===== config.mk =====
export PLATFORM = sky130hd
export DESIGN_NAME = link_sprite_fetch_flat
export DESIGN_NICKNAME = d
export VERILOG_FILES = /design/src/rtl/link_sprite_fetch_if.sv /design/src/rtl/link_sprite_fetch.sv /design/src/flat_wrapper.sv
export SDC_FILE = /design/constraint.sdc
export NUM_CORES = 1
export LEC_CHECK = 0
export CELL_PAD_IN_SITES_DETAIL_PLACEMENT = 0
export CELL_PAD_IN_SITES_GLOBAL_PLACEMENT = 1
export CORE_UTILIZATION = 34
export CTS_CLUSTER_DIAMETER = 120
export DETAILED_ROUTE_END_ITERATION = 16
export PLACE_DENSITY_LB_ADDON = 0.2
export SLEW_MARGIN = 5
export SYNTH_ARGS = -nofsm -noshare
export SYNTH_HDL_FRONTEND = slang
export SYNTH_SLANG_ARGS = --single-unit

===== constraint.sdc =====
create_clock -name Clk -period 2.2 [get_ports Clk]
set_input_delay 0.66 -clock Clk [delete_from_list [all_inputs] [get_ports Clk]]
set_output_delay 0.66 -clock Clk [all_outputs]
set_load 0.1 [all_outputs]

===== src/rtl/link_sprite_fetch_if.sv =====
// Signal bundle between the scan/sprite-state side, the sprite index ROM and the fetch stage.
// The master side drives scan position, sprite state and ROM data; the slave is the fetch stage.
interface link_sprite_fetch_if #(
    parameter int SPRITE_W = 16
);
    localparam int ADDR_W = 3 + 2 * $clog2(SPRITE_W);

    logic              frame_start;
    logic [9:0]        DrawX;
    logic [9:0]        DrawY;
    logic [9:0]        LinkX;
    logic [9:0]        LinkY;
    logic [1:0]        dir;
    logic              moving;
    logic [ADDR_W-1:0] rom_addr;
    logic [3:0]        rom_data;
    logic [3:0]        pix_index;
    logic              pix_hit;

    modport master (
        output frame_start, DrawX, DrawY, LinkX, LinkY, dir, moving, rom_data,
        input  rom_addr, pix_index, pix_hit
    );

    modport slave (
        input  frame_start, DrawX, DrawY, LinkX, LinkY, dir, moving, rom_data,
        output rom_addr, pix_index, pix_hit
    );
endinterface


===== src/rtl/link_sprite_fetch.sv =====
// Player sprite per-pixel fetch: box test, texel addressing into a synchronous index ROM,
// and a fixed 2-cycle pipeline delivering palette index plus hit flag.
module link_sprite_fetch #(
    parameter int SPRITE_W = 16,
    parameter int SCALE    = 2,
    parameter int ANIM_DIV = 8
) (
    input logic                Clk,
    input logic                Reset,
    link_sprite_fetch_if.slave bus
);
    localparam int COL_W  = $clog2(SPRITE_W);
    localparam int SC_W   = $clog2(SCALE);
    localparam int CNT_W  = (ANIM_DIV > 1) ? $clog2(ANIM_DIV) : 1;
    localparam int ADDR_W = 3 + 2 * COL_W;

    localparam logic [10:0]      BOX_SPAN = 11'(SPRITE_W * SCALE);
    localparam logic [CNT_W-1:0] CNT_LAST = CNT_W'(ANIM_DIV - 1);

    logic [9:0]        r_x_l;
    logic [9:0]        r_y_l;
    logic [1:0]        r_dir_l;
    logic [CNT_W-1:0]  r_cnt;
    logic              r_anim;

    logic [ADDR_W-1:0] r_rom_addr;
    logic              r_in_box_d1;
    logic              r_in_box_d2;
    logic [3:0]        r_pix_index;
    logic              r_pix_hit;

    logic [10:0]       w_draw_x;
    logic [10:0]       w_draw_y;
    logic [10:0]       w_x_l;
    logic [10:0]       w_y_l;
    logic [10:0]       w_dx;
    logic [10:0]       w_dy;
    logic [COL_W-1:0]  w_col;
    logic [COL_W-1:0]  w_row;
    logic              w_in_box;
    logic [ADDR_W-1:0] w_addr;

    // Sprite position/direction and walk animation only change at frame start, so no tearing.
    always_ff @(posedge Clk or posedge Reset) begin
        if (Reset) begin
            r_x_l   <= '0;
            r_y_l   <= '0;
            r_dir_l <= '0;
            r_cnt   <= '0;
            r_anim  <= 1'b0;
        end else if (bus.frame_start) begin
            r_x_l   <= bus.LinkX;
            r_y_l   <= bus.LinkY;
            r_dir_l <= bus.dir;
            if (bus.moving) begin
                if (r_cnt == CNT_LAST) begin
                    r_cnt  <= '0;
                    r_anim <= ~r_anim;
                end else begin
                    r_cnt <= r_cnt + CNT_W'(1);
                end
            end else begin
                r_cnt  <= '0;
                r_anim <= 1'b0;
            end
        end
    end

    // 11-bit arithmetic keeps the box end from wrapping near the right screen edge.
    assign w_draw_x = {1'b0, bus.DrawX};
    assign w_draw_y = {1'b0, bus.DrawY};
    assign w_x_l    = {1'b0, r_x_l};
    assign w_y_l    = {1'b0, r_y_l};
    assign w_dx     = w_draw_x - w_x_l;
    assign w_dy     = w_draw_y - w_y_l;
    assign w_col    = COL_W'(w_dx >> SC_W);
    assign w_row    = COL_W'(w_dy >> SC_W);

    assign w_in_box = (w_draw_x >= w_x_l) && (w_draw_x < w_x_l + BOX_SPAN) &&
                      (w_draw_y >= w_y_l) && (w_draw_y < w_y_l + BOX_SPAN);

    assign w_addr   = {r_dir_l, r_anim, w_row, w_col};

    always_ff @(posedge Clk or posedge Reset) begin
        if (Reset) begin
            r_rom_addr  <= '0;
            r_in_box_d1 <= 1'b0;
            r_in_box_d2 <= 1'b0;
            r_pix_index <= '0;
            r_pix_hit   <= 1'b0;
        end else begin
            r_rom_addr  <= w_in_box ? w_addr : '0;
            r_in_box_d1 <= w_in_box;
            r_in_box_d2 <= r_in_box_d1;
            r_pix_index <= r_in_box_d2 ? bus.rom_data : 4'd0;
            r_pix_hit   <= r_in_box_d2 && (bus.rom_data != 4'd0);
        end
    end

    assign bus.rom_addr  = r_rom_addr;
    assign bus.pix_index = r_pix_index;
    assign bus.pix_hit   = r_pix_hit;
endmodule


===== src/flat_wrapper.sv =====
// flat-port wrapper written by rule: the top's interface ports become plain ports
module link_sprite_fetch_flat 
#(
    parameter int SPRITE_W = 16,
    parameter int SCALE    = 2,
    parameter int ANIM_DIV = 8
)
  (Clk, Reset, bus_frame_start, bus_DrawX, bus_DrawY, bus_LinkX, bus_LinkY, bus_dir, bus_moving, bus_rom_data, bus_rom_addr, bus_pix_index, bus_pix_hit);
  link_sprite_fetch_if #(.SPRITE_W(SPRITE_W)) bus_i ();
  input logic Clk;
  input logic Reset;
  input wire logic [$bits(bus_i.frame_start)-1:0] bus_frame_start;
  input wire logic [$bits(bus_i.DrawX)-1:0] bus_DrawX;
  input wire logic [$bits(bus_i.DrawY)-1:0] bus_DrawY;
  input wire logic [$bits(bus_i.LinkX)-1:0] bus_LinkX;
  input wire logic [$bits(bus_i.LinkY)-1:0] bus_LinkY;
  input wire logic [$bits(bus_i.dir)-1:0] bus_dir;
  input wire logic [$bits(bus_i.moving)-1:0] bus_moving;
  input wire logic [$bits(bus_i.rom_data)-1:0] bus_rom_data;
  output wire logic [$bits(bus_i.rom_addr)-1:0] bus_rom_addr;
  output wire logic [$bits(bus_i.pix_index)-1:0] bus_pix_index;
  output wire logic [$bits(bus_i.pix_hit)-1:0] bus_pix_hit;
  assign bus_i.frame_start = bus_frame_start;
  assign bus_i.DrawX = bus_DrawX;
  assign bus_i.DrawY = bus_DrawY;
  assign bus_i.LinkX = bus_LinkX;
  assign bus_i.LinkY = bus_LinkY;
  assign bus_i.dir = bus_dir;
  assign bus_i.moving = bus_moving;
  assign bus_i.rom_data = bus_rom_data;
  assign bus_rom_addr = bus_i.rom_addr;
  assign bus_pix_index = bus_i.pix_index;
  assign bus_pix_hit = bus_i.pix_hit;
  link_sprite_fetch #(.SPRITE_W(SPRITE_W), .SCALE(SCALE), .ANIM_DIV(ANIM_DIV)) u_core (.Clk(Clk), .Reset(Reset), .bus(bus_i));
endmodule

==> metrics <==
Mean Syn Cell Area=10.1 um2; Die Wd=89.8 um; DR vias=2127; Die ar.=0.00806 mm2; Fin. Hold Viols=0; switching share of total power=33.5%; gr ovfl total=0; EDFF count, synth=0; Initial DRC Count=66; CTS Buf Count=5; area growth from synthesis to final layout=48.5%; Finished Layout Cells=455; crit end category=register; largest net degree at the start of global routing=48; final WL=5.83 mm; leakage power=1.83 nW; Yosys reg bits=44; Peak VDD IR=0.242 mV; most common cell after layout, fill and taps aside=dfrtp_1; row count=31; DRC Markers=0; Netlist Area Pre-Place=0.00262 mm2; share of the yosys chip area belonging to registers=42.0%; DPL Wire Length=4.32 mm; initial core utilization=35.7%; Synth Instances=260; Total Routing Usage GR=16.0%; ANT nets after route=0; sequential power share=37.0%; first-pass GRT wire length=10.2 mm; Placer Congestion=0.792; worst slack at placement=-0.519 ns; Die Ht=89.8 um; post-layout util=53.1%; CP Max Fanout=6; CTS Buffer Depth=2; synth warn=0; # placed instances=440; worst hold path type=register to register; worst rel slew slack=78.2%; H-tree depth=2; total core area=0.00733 mm2; status=complete, no violations; initial antenna violation count=0; RSZ-0062 raised after global routing=true; vias in the first global route=2200; Final setup viols=0; Fin Clk Skew=0.00550 ns; CP required=2.44 ns; min-delay src=u_core.r_in_box_d1; IO Count=66; total chip power=0.00245 W; CTS sink cnt=44; Slew @ Worst Pin=0.326 ns; Reg2Reg Launch Point=u_core.r_x_l[5]; most frequent cells in the layout=dfrtp_1 (44), buf_4 (39), nand2_1 (32); syn nets=346; Clock Latency Late Sink=0.31 ns; TritonRoute pass-1 iters=4; switching pwr=0.000822 W; Avg WL per Cell=12.8 um; CP arrival=2.44 ns; min cycle time layout=2.20 ns; Final WS setup=0.00141 ns; CP Launch Type=register; Critical Path Start=u_core.r_x_l[5]; DR vias/cell=4.67; final hold slack=0.370 ns; Max Cap Viol=0; fin crit share=99.9%; Ant. Diodes=0; CTS root buf=clkbuf_8; port bufs=65; Slew Limit Fails=0; CTS tree=built; WS Path Type=register to register; Max Clk Rate=455 MHz; Main synth FF type=dfrtp_1; Clk pwr share=26.4%; Comb pwr share=36.6%; layout cells sized above 1=27.8%; Nets=441; Unique masters post-synth=38; Internal=0.00163 W; clk slew on worst S/H paths=0.09 ns; pwr dens=630 mW/mm2; Post-synth ARST share=100%
-- worst paths after layout --
| kind | cells past startpoint | endpoint | slack (ns) |
|---|---|---|---|
| max in group asynchronous | 3 | u_core.r_y_l[6] | 1.11 |
| min in group asynchronous | 2 | u_core.bus.rom_addr[3] | 0.63 |
| worst min register to register | 0 | u_core.r_in_box_d2 | 0.37 |
| worst max-delay path | 9 | u_core.bus.rom_addr[0] | 0.001 |
| worst max register to register | 9 | u_core.bus.rom_addr[0] | 0.001 |
| worst min-delay path | 0 | u_core.r_in_box_d2 | 0.37 |
-- power by group through the flow --
| stage | registers (W) | logic [W] | clock network [W] |
|---|---|---|---|
| floorplan | 0.00103 | 0.000380 | 0 |
| global placement | 0.000922 | 0.000767 | 0 |
| detailed placement | 0.000923 | 0.000771 | 0 |
| CTS | 0.000906 | 0.000879 | 0.000666 |
| global route | 0.000915 | 0.000988 | 0.000703 |
| finish | 0.000906 | 0.000897 | 0.000648 |
-- layer usage --
layer,global-route usage (%),vias to the layer above,part of all wire [%],wire [um]
met2,27.4,44,50,2900
met4,4.92,0,1.2,70
met1,20.3,988,45,2620
met5,0,-,0,0
li1,-,1088,-,-
met3,3.30,7,3.9,230
-- stage by stage --
step	TNS (ns)	instance area (um2)
6_report	0	3890
5_1_grt	-0.712	3890
4_1_cts	-0.285	3850
3_5_place_dp	-6.02	3530
3_3_place_gp	-5.56	3530
2_1_floorplan	0	2620
-- cells in the mapped netlist, types with 2 or more instances --
master / number / share of area [%]
fa_1: 2 / 1.5
nor2_1: 10 / 1.4
nand4_1: 4 / 0.96
a21oi_1: 11 / 2.1
nand2b_1: 2 / 0.48
nand3b_1: 2 / 0.57
nand3_1: 9 / 1.7
a21o_1: 5 / 1.4
inv_1: 28 / 4.0
o41a_1: 2 / 0.86
mux2_2: 5 / 2.1
nor3_1: 2 / 0.38
nand4b_1: 3 / 1.0
and3_1: 4 / 0.96
and2_1: 4 / 0.96
ha_1: 34 / 16
xnor2_1: 11 / 3.7
clkbuf_1: 5 / 0.72
nor3_2: 3 / 1.1
o21ai_0: 22 / 4.2
nand2_1: 32 / 4.6
dfrtp_1: 44 / 42
-- critical path, stage by stage, from the launching register on --
cell and delay, ns:
dfrtp_1 0.39, ha_1 0.30, inv_2 0.07, ha_4 0.19, and4b_1 0.19, o41ai_4 0.42
nand4_4 0.17, buf_12 0.17, buf_16 0.12, nor2_1 0.10
-- kinds of logic after synthesis --
logic type / Yosys count / synth area share, %
multiplexers: 5 / 2.15
AO/OA/AOI/OAI: 50 / 12.9
flip-flops: 44 / 42.0
AND/OR/NAND/NOR: 79 / 15.9
XOR/XNOR: 12 / 4.01
buffers and inverters: 34 / 5.16
adder cells (fa/ha/maj): 36 / 17.8
-- flip-flops by register name, summed over array words and instances (netlist names), 2 cells and up --
name	flops
u_core.bus.rom_addr	11
u_core.r_dir_l	2
u_core.r_cnt	3
u_core.bus.pix_index	4
u_core.r_x_l	10
u_core.r_y_l	10
-- area by class of cell --
type,instances,area [um2]
inverter,28,108
fill,684,3440
multi-input combinational,182,1570
clock buffer,5,68.8
tap,99,124
sequential,44,1100
clock inverter,3,46.3
timing repair buffer,94,877
-- timing repair --
item / in CTS / in global routing
gates resized for setup: 52 / 14
hold buffers: 0 / 0
hold endpoints to repair: 0 / 0
setup buffers: 5 / 2
endpoints found under the setup margin: 12 / 12
pin swaps: 12 / 11
cloned: 1 / 0
Note: power is estimated with default switching activity, not from simulation.
